$ cat config.mk
export PLATFORM = sky130hd
export DESIGN_NAME = vga_scan_arbiter
export DESIGN_NICKNAME = d
export VERILOG_FILES = /design/src/rtl/vga_pkg.sv /design/src/rtl/vga_axis_counter.sv /design/src/rtl/vga_scan_arbiter.sv
export SDC_FILE = /design/constraint.sdc
export NUM_CORES = 1
export LEC_CHECK = 0
export BUFFER_PORTS_ARGS = -buffer_cell sky130_fd_sc_hd__buf_4
export CAP_MARGIN = 20
export CORE_ASPECT_RATIO = 1.75
export CORE_UTILIZATION = 55
export DETAILED_ROUTE_END_ITERATION = 10
export PLACE_DENSITY = 0.83
export SETUP_SLACK_MARGIN = 0.4
export SLEW_MARGIN = 5
export SYNTH_ARGS = -nofsm -noshare
export SYNTH_HDL_FRONTEND = slang
export SYNTH_SLANG_ARGS = --single-unit
$ cat constraint.sdc
create_clock -name Clk -period 4.9 [get_ports Clk]
set_input_delay 0.49 -clock Clk [delete_from_list [all_inputs] [get_ports Clk]]
set_output_delay 0.49 -clock Clk [all_outputs]
set_load 0.02 [all_outputs]
$ cat src/rtl/vga_pkg.sv
// VGA timing defaults, per-axis region encoding and the count-to-region lookup.
// Also holds the bundle of control signals that travels down the output pipeline.
package vga_pkg;

  localparam int H_ACT_DEF = 640;
  localparam int H_SS_DEF  = 656;
  localparam int H_SE_DEF  = 752;
  localparam int H_TOT_DEF = 800;
  localparam int V_ACT_DEF = 480;
  localparam int V_SS_DEF  = 490;
  localparam int V_SE_DEF  = 492;
  localparam int V_TOT_DEF = 525;

  typedef enum logic [1:0] {ACTIVE, FRONT, SYNC, BACK} region_t;

  typedef struct packed {
    logic de;
    logic hsyncN;
    logic vsyncN;
  } vidCtrl_t;

  localparam vidCtrl_t CTRL_IDLE = '{de: 1'b0, hsyncN: 1'b1, vsyncN: 1'b1};

  function automatic region_t region_of(input logic [9:0] count,
                                        input logic [9:0] act,
                                        input logic [9:0] ss,
                                        input logic [9:0] se);
    if (count < act)      return ACTIVE;
    else if (count < ss)  return FRONT;
    else if (count < se)  return SYNC;
    else                  return BACK;
  endfunction

endpackage

$ cat src/rtl/vga_axis_counter.sv
// One raster axis: wrapping 10-bit counter, registered region state and raw sync.
// Advances only when en is high; region always describes the current count.
module vga_axis_counter
  import vga_pkg::*;
#(
  parameter int ACT = H_ACT_DEF,
  parameter int SS  = H_SS_DEF,
  parameter int SE  = H_SE_DEF,
  parameter int TOT = H_TOT_DEF
) (
  input  logic       Clk,
  input  logic       vgaRes,
  input  logic       en,
  output logic [9:0] count,
  output logic       atEnd,
  output region_t    region,
  output logic       syncRaw
);

  localparam logic [9:0] LAST = 10'(TOT - 1);

  logic [9:0] countNext;

  assign atEnd     = (count == LAST);
  assign countNext = atEnd ? 10'd0 : count + 10'd1;
  assign syncRaw   = (region == SYNC);

  // region is loaded from the same next-count as the counter, so both move together
  always_ff @(posedge Clk) begin
    if (vgaRes) begin
      count  <= 10'd0;
      region <= region_of(10'd0, 10'(ACT), 10'(SS), 10'(SE));
    end else if (en) begin
      count  <= countNext;
      region <= region_of(countNext, 10'(ACT), 10'(SS), 10'(SE));
    end
  end

endmodule

$ cat src/rtl/vga_scan_arbiter.sv
// VGA raster sequencer sharing one single-port RAM: scan reads own every visible pixel tick, the writer gets all other Clk cycles.
// pixel/hsync_n/vsync_n/de leave 2 Clk after the scan read; VGA_BLANK_WRITE_ONLY_EN further restricts writes to vertical blanking.
module vga_scan_arbiter
  import vga_pkg::*;
#(
  parameter int PIX_DIV = 2,
  parameter int H_ACT   = H_ACT_DEF,
  parameter int H_SS    = H_SS_DEF,
  parameter int H_SE    = H_SE_DEF,
  parameter int H_TOT   = H_TOT_DEF,
  parameter int V_ACT   = V_ACT_DEF,
  parameter int V_SS    = V_SS_DEF,
  parameter int V_SE    = V_SE_DEF,
  parameter int V_TOT   = V_TOT_DEF,
  parameter int AW      = 19,
  parameter int DW      = 8
) (
  input  logic          Clk,
  input  logic          vgaRes,
  input  logic          wr_valid,
  input  logic [AW-1:0] wr_addr,
  input  logic [DW-1:0] wr_data,
  output logic          wr_ready,
  output logic [AW-1:0] mem_addr,
  output logic          mem_we,
  output logic [DW-1:0] mem_wdata,
  input  logic [DW-1:0] mem_rdata,
  output logic [9:0]    h_count,
  output logic [9:0]    v_count,
  output logic          hsync_n,
  output logic          vsync_n,
  output logic          de,
  output logic [DW-1:0] pixel
);

  localparam int DIVW = (PIX_DIV > 1) ? $clog2(PIX_DIV) : 1;
  localparam logic [DIVW-1:0] DIV_LAST = DIVW'(PIX_DIV - 1);

  logic [DIVW-1:0] div;
  logic            tick;
  logic [9:0]      hCount, vCount;
  logic            hAtEnd, vAtEnd;
  region_t         hRegion, vRegion;
  logic            hSyncRaw, vSyncRaw;
  logic            rawDe, scanSlot, frameWrap;
  logic [AW-1:0]   scanAddr;
  logic            wrWindow, wrGrant;
  vidCtrl_t        ctrlS1, ctrlS2;
  logic            scanD1;
  logic [DW-1:0]   pixelQ;

  assign tick = (div == '0);

  always_ff @(posedge Clk) begin
    if (vgaRes)               div <= '0;
    else if (div == DIV_LAST) div <= '0;
    else                      div <= div + 1'b1;
  end

  vga_axis_counter #(.ACT(H_ACT), .SS(H_SS), .SE(H_SE), .TOT(H_TOT)) uHoriz (
    .Clk(Clk), .vgaRes(vgaRes), .en(tick),
    .count(hCount), .atEnd(hAtEnd), .region(hRegion), .syncRaw(hSyncRaw)
  );

  vga_axis_counter #(.ACT(V_ACT), .SS(V_SS), .SE(V_SE), .TOT(V_TOT)) uVert (
    .Clk(Clk), .vgaRes(vgaRes), .en(tick && hAtEnd),
    .count(vCount), .atEnd(vAtEnd), .region(vRegion), .syncRaw(vSyncRaw)
  );

  assign rawDe     = (hRegion == ACTIVE) && (vRegion == ACTIVE);
  assign scanSlot  = tick && rawDe;
  assign frameWrap = tick && hAtEnd && vAtEnd;

  always_ff @(posedge Clk) begin
    if (vgaRes || frameWrap) scanAddr <= '0;
    else if (scanSlot)       scanAddr <= scanAddr + 1'b1;
  end

`ifdef VGA_BLANK_WRITE_ONLY_EN
  assign wrWindow = (vRegion != ACTIVE);
`else
  assign wrWindow = 1'b1;
`endif

  // A request seen during reset is dropped, not deferred
  assign wrGrant   = wr_valid && !scanSlot && wrWindow && !vgaRes;
  assign wr_ready  = wrGrant;
  assign mem_we    = wrGrant;
  assign mem_addr  = wrGrant ? wr_addr : scanAddr;
  assign mem_wdata = wr_data;

  // Control is captured on the tick so it stays aligned with the held pixel for a whole pixel period
  always_ff @(posedge Clk) begin
    if (vgaRes) begin
      ctrlS1 <= CTRL_IDLE;
      ctrlS2 <= CTRL_IDLE;
      scanD1 <= 1'b0;
      pixelQ <= '0;
    end else begin
      if (tick) ctrlS1 <= '{de: rawDe, hsyncN: !hSyncRaw, vsyncN: !vSyncRaw};
      ctrlS2 <= ctrlS1;
      scanD1 <= scanSlot;
      if (!ctrlS1.de)  pixelQ <= '0;
      else if (scanD1) pixelQ <= mem_rdata;
    end
  end

  assign h_count = hCount;
  assign v_count = vCount;
  assign hsync_n = ctrlS2.hsyncN;
  assign vsync_n = ctrlS2.vsyncN;
  assign de      = ctrlS2.de;
  assign pixel   = pixelQ;

endmodule

==> impl_metrics.toml <==
[logic_synthesis]
synth_edf_count = 0
synth_area_leaders = "dfxtp_1 37%, mux2_2 7.1%, nor2_1 5.6%"
synthArstFlopShare_pct = 0
synth_top_area_share_pct = 37.0
netlist_area_um2 = 3190
synth_area_per_cell_um2 = 8.68
synthFlopType = "dfxtp_1"
synth.largest_area_cell = "dfxtp_1"
yosysUniqueCellTypes = 56
syn-num-nets = 410
netlist_instances = 368
synth_warnings = 0
ys_ff_latch = 59
ys_seq_area_share_pct = 37.0

[clocking]
ctsHoldBuffers = 0
worstSkewPairLatency_ps = 340
post_cts_buffers = 0
post_cts_resize_count = 0
clkSinkCount = 59
clock-root-buffer = "clkbuf_8"
cts_buffers = 9
cts_tree = "done"
h-tree-depth = 3
clkTransAtPathRegs_ps = 60
clock_path_buffers = 2

[sta]
relSlewSlack_pct = 37.0
fmax_mhz = 294
final-max-slew-violation-count = 0
fin_setup_tns_ps = 0
finalCritPeriodShare_pct = 69.3
tightest_slew_ps = 943
skew_ps = 3.91
rsz0062_at_grt = "false"
hold_viol = 0
finalCriticalPeriod_ps = 3400
finalSetupViolCount = 0

[critical_path]
critPathLaunchType = "flop"
cpPeakStageDelay_ps = 670
r2r_setup_slack_ps = 2580
critPathMaxFanout = 20
slowest_stage = "nand3b_1"
cp_top_family = "simple AND/OR/NAND/NOR gates"
worstPathRequired_ps = 4410
crit_type = "reg2out"
path_cells = "inv_1 -> nand2_1 -> nand3b_1 -> mux2_2 -> buf_4"
crit_buf_inv = 2
arrival_ps = 2910
cp-end-kind = "output pin"

[power]
pwr-share-seq_pct = 45.2
vdd_drop_max_v = 0.000157
power.internal_mw = 0.857
p_sw_share_pct = 23.4
combPwrFrac_pct = 9.5
power.total_mw = 1.12
clkPwrFrac_pct = 45.3
p_leak_nw = 1.62
p_switching_mw = 0.262
p_per_area_nw_per_um2 = 283

[job]
maxCapViolations = 0

[grt]
track_usage_pct = 25.6
antenna_found_initial = 0
grt_max_degree = 26
first_global_vias = 2651
grt_pass1_wl_um = 11900
grt_overflow = 0

[route]
drc_errors = 0
vias = 2952
first_pass_iters = 5
drtIter0Drc = 134
wl_per_cell_um = 14.9
final_antenna_net_count = 0
avgViaCountPerCell = 5.79
totalWireLength_um = 7590

[layout]
antenna-diode-count = 0
n_fill_cell = 467
drive_gt1_share_pct = 29.0
syn2layout_area_growth_pct = 23.7
postLayoutCoreUtil_pct = 70.7
final_cell_area_um2 = 3950
mostFrequentLayoutCells = "81 x buf_4, 59 x dfxtp_1, 48 x nor2_1"
layout_commonest_cell = "buf_4"
nNetsFinal = 471

[floorplan]
die_w_um = 59.6
start_util_pct = 57.2
pin_count = 98
dieHeight_um = 103
core-area_um2 = 5590
die_area_um2 = 6130
row_count = 36

[worst_hold_path]
hold_path_class = "in2reg"

[placement]
placed_cell_area_um2 = 3720
gp_congestion = 0.947
io_buffers = 81
dp.final_hpwl_um = 5200

[outcome]
outcome = "finished, final reports clean"
==> worst min-delay path, stage by stage <==
cell,delay [ps]
buf_4,80
mux2i_1,50
nor2_1,70
==> per-stage QoR <==
stage	hold WS, ps	setup slack, ps	std cells
CTS	381	1490	510
floorplan	418	2770	368
finish	390	1500	510
global placement	432	2010	494
detailed placement	435	1880	494
global route	398	1280	510
==> per-layer routing <==
metal  vias up  GRT usage [%]  part of all wire [%]
met5         -              0                     0
met4         0           14.8                   3.5
met3        29           4.89                   4.6
met2       107           45.0                    54
met1      1395           27.9                    38
li1       1421              -                     -
==> cell families after synthesis <==
group | after synthesis | synth area share, %
muxes | 29 | 9.87
adders and majority gates | 4 | 1.57
and+or+nand+nor | 151 | 25.5
AOI/OAI and AO/OA | 56 | 12.0
DFF | 59 | 37.0
xor gates and xnor gates | 27 | 7.41
buffers and inverters | 42 | 6.74
==> cells in the mapped netlist (all sizes together), types with 2 or more instances <==
library cell,instances
and2,2
a221o,2
o21ai,10
or3,6
and4,2
nand2b,2
dfxtp,59
mux2i,9
a21oi,12
nor3,8
buf,16
a31oi,3
xnor2,17
a2111oi,2
nor3b,5
a211oi,3
and3,7
nor2b,2
ha,4
clkbuf,15
nor2,49
nor4,10
nand4,9
nand4b,3
nand2,24
nand3,11
nor4b,2
mux2,20
inv,11
a21o,5
o22ai,4
xor2,10
o21bai,3
a21boi,2
nand3b,2
or2,3
==> final timing paths <==
kind,start,end,cells past startpoint
setup / recovery,div,mem_addr[0],5
hold / removal,mem_rdata[3],pixel[3],3
setup reg to reg,uHoriz.count[1],uVert.count[6],6
hold reg to reg,ctrlS1[1],hsync_n,1
==> power by group through the flow <==
stage	Combinational, mW	Sequential [mW]	Clock [mW]
final	0.106	0.506	0.507
after global routing	0.115	0.508	0.534
after CTS	0.107	0.506	0.512
after detailed placement	0.106	0.516	0
after global placement	0.102	0.517	0
after floorplan	0.0704	0.516	0
==> sequential cells by signal, indices dropped and copies added (netlist names) <==
name	flops
scanAddr	19
uHoriz.count	10
uVert.count	10
pixel	8
ctrlS1	3
uHoriz.region	2
uVert.region	2
de	1
div	1
hsync_n	1
scanD1	1
vsync_n	1
==> cell type report <==
| type | instances | area, um2 | area share [%] |
|---|---|---|---|
| Timing Repair Buffer | 81 | 608 | 15.4 |
| Multi-Input combinational cell | 267 | 1800 | 45.5 |
| Clock inverter | 4 | 72.6 | 1.84 |
| Inverter | 11 | 41.3 | 1.05 |
| Sequential cell | 59 | 1180 | 29.9 |
| Tap cell | 76 | 95.1 | 2.41 |
| Clock buffer | 12 | 155 | 3.93 |
No activity file was read; power rests on OpenSTA's default activity.
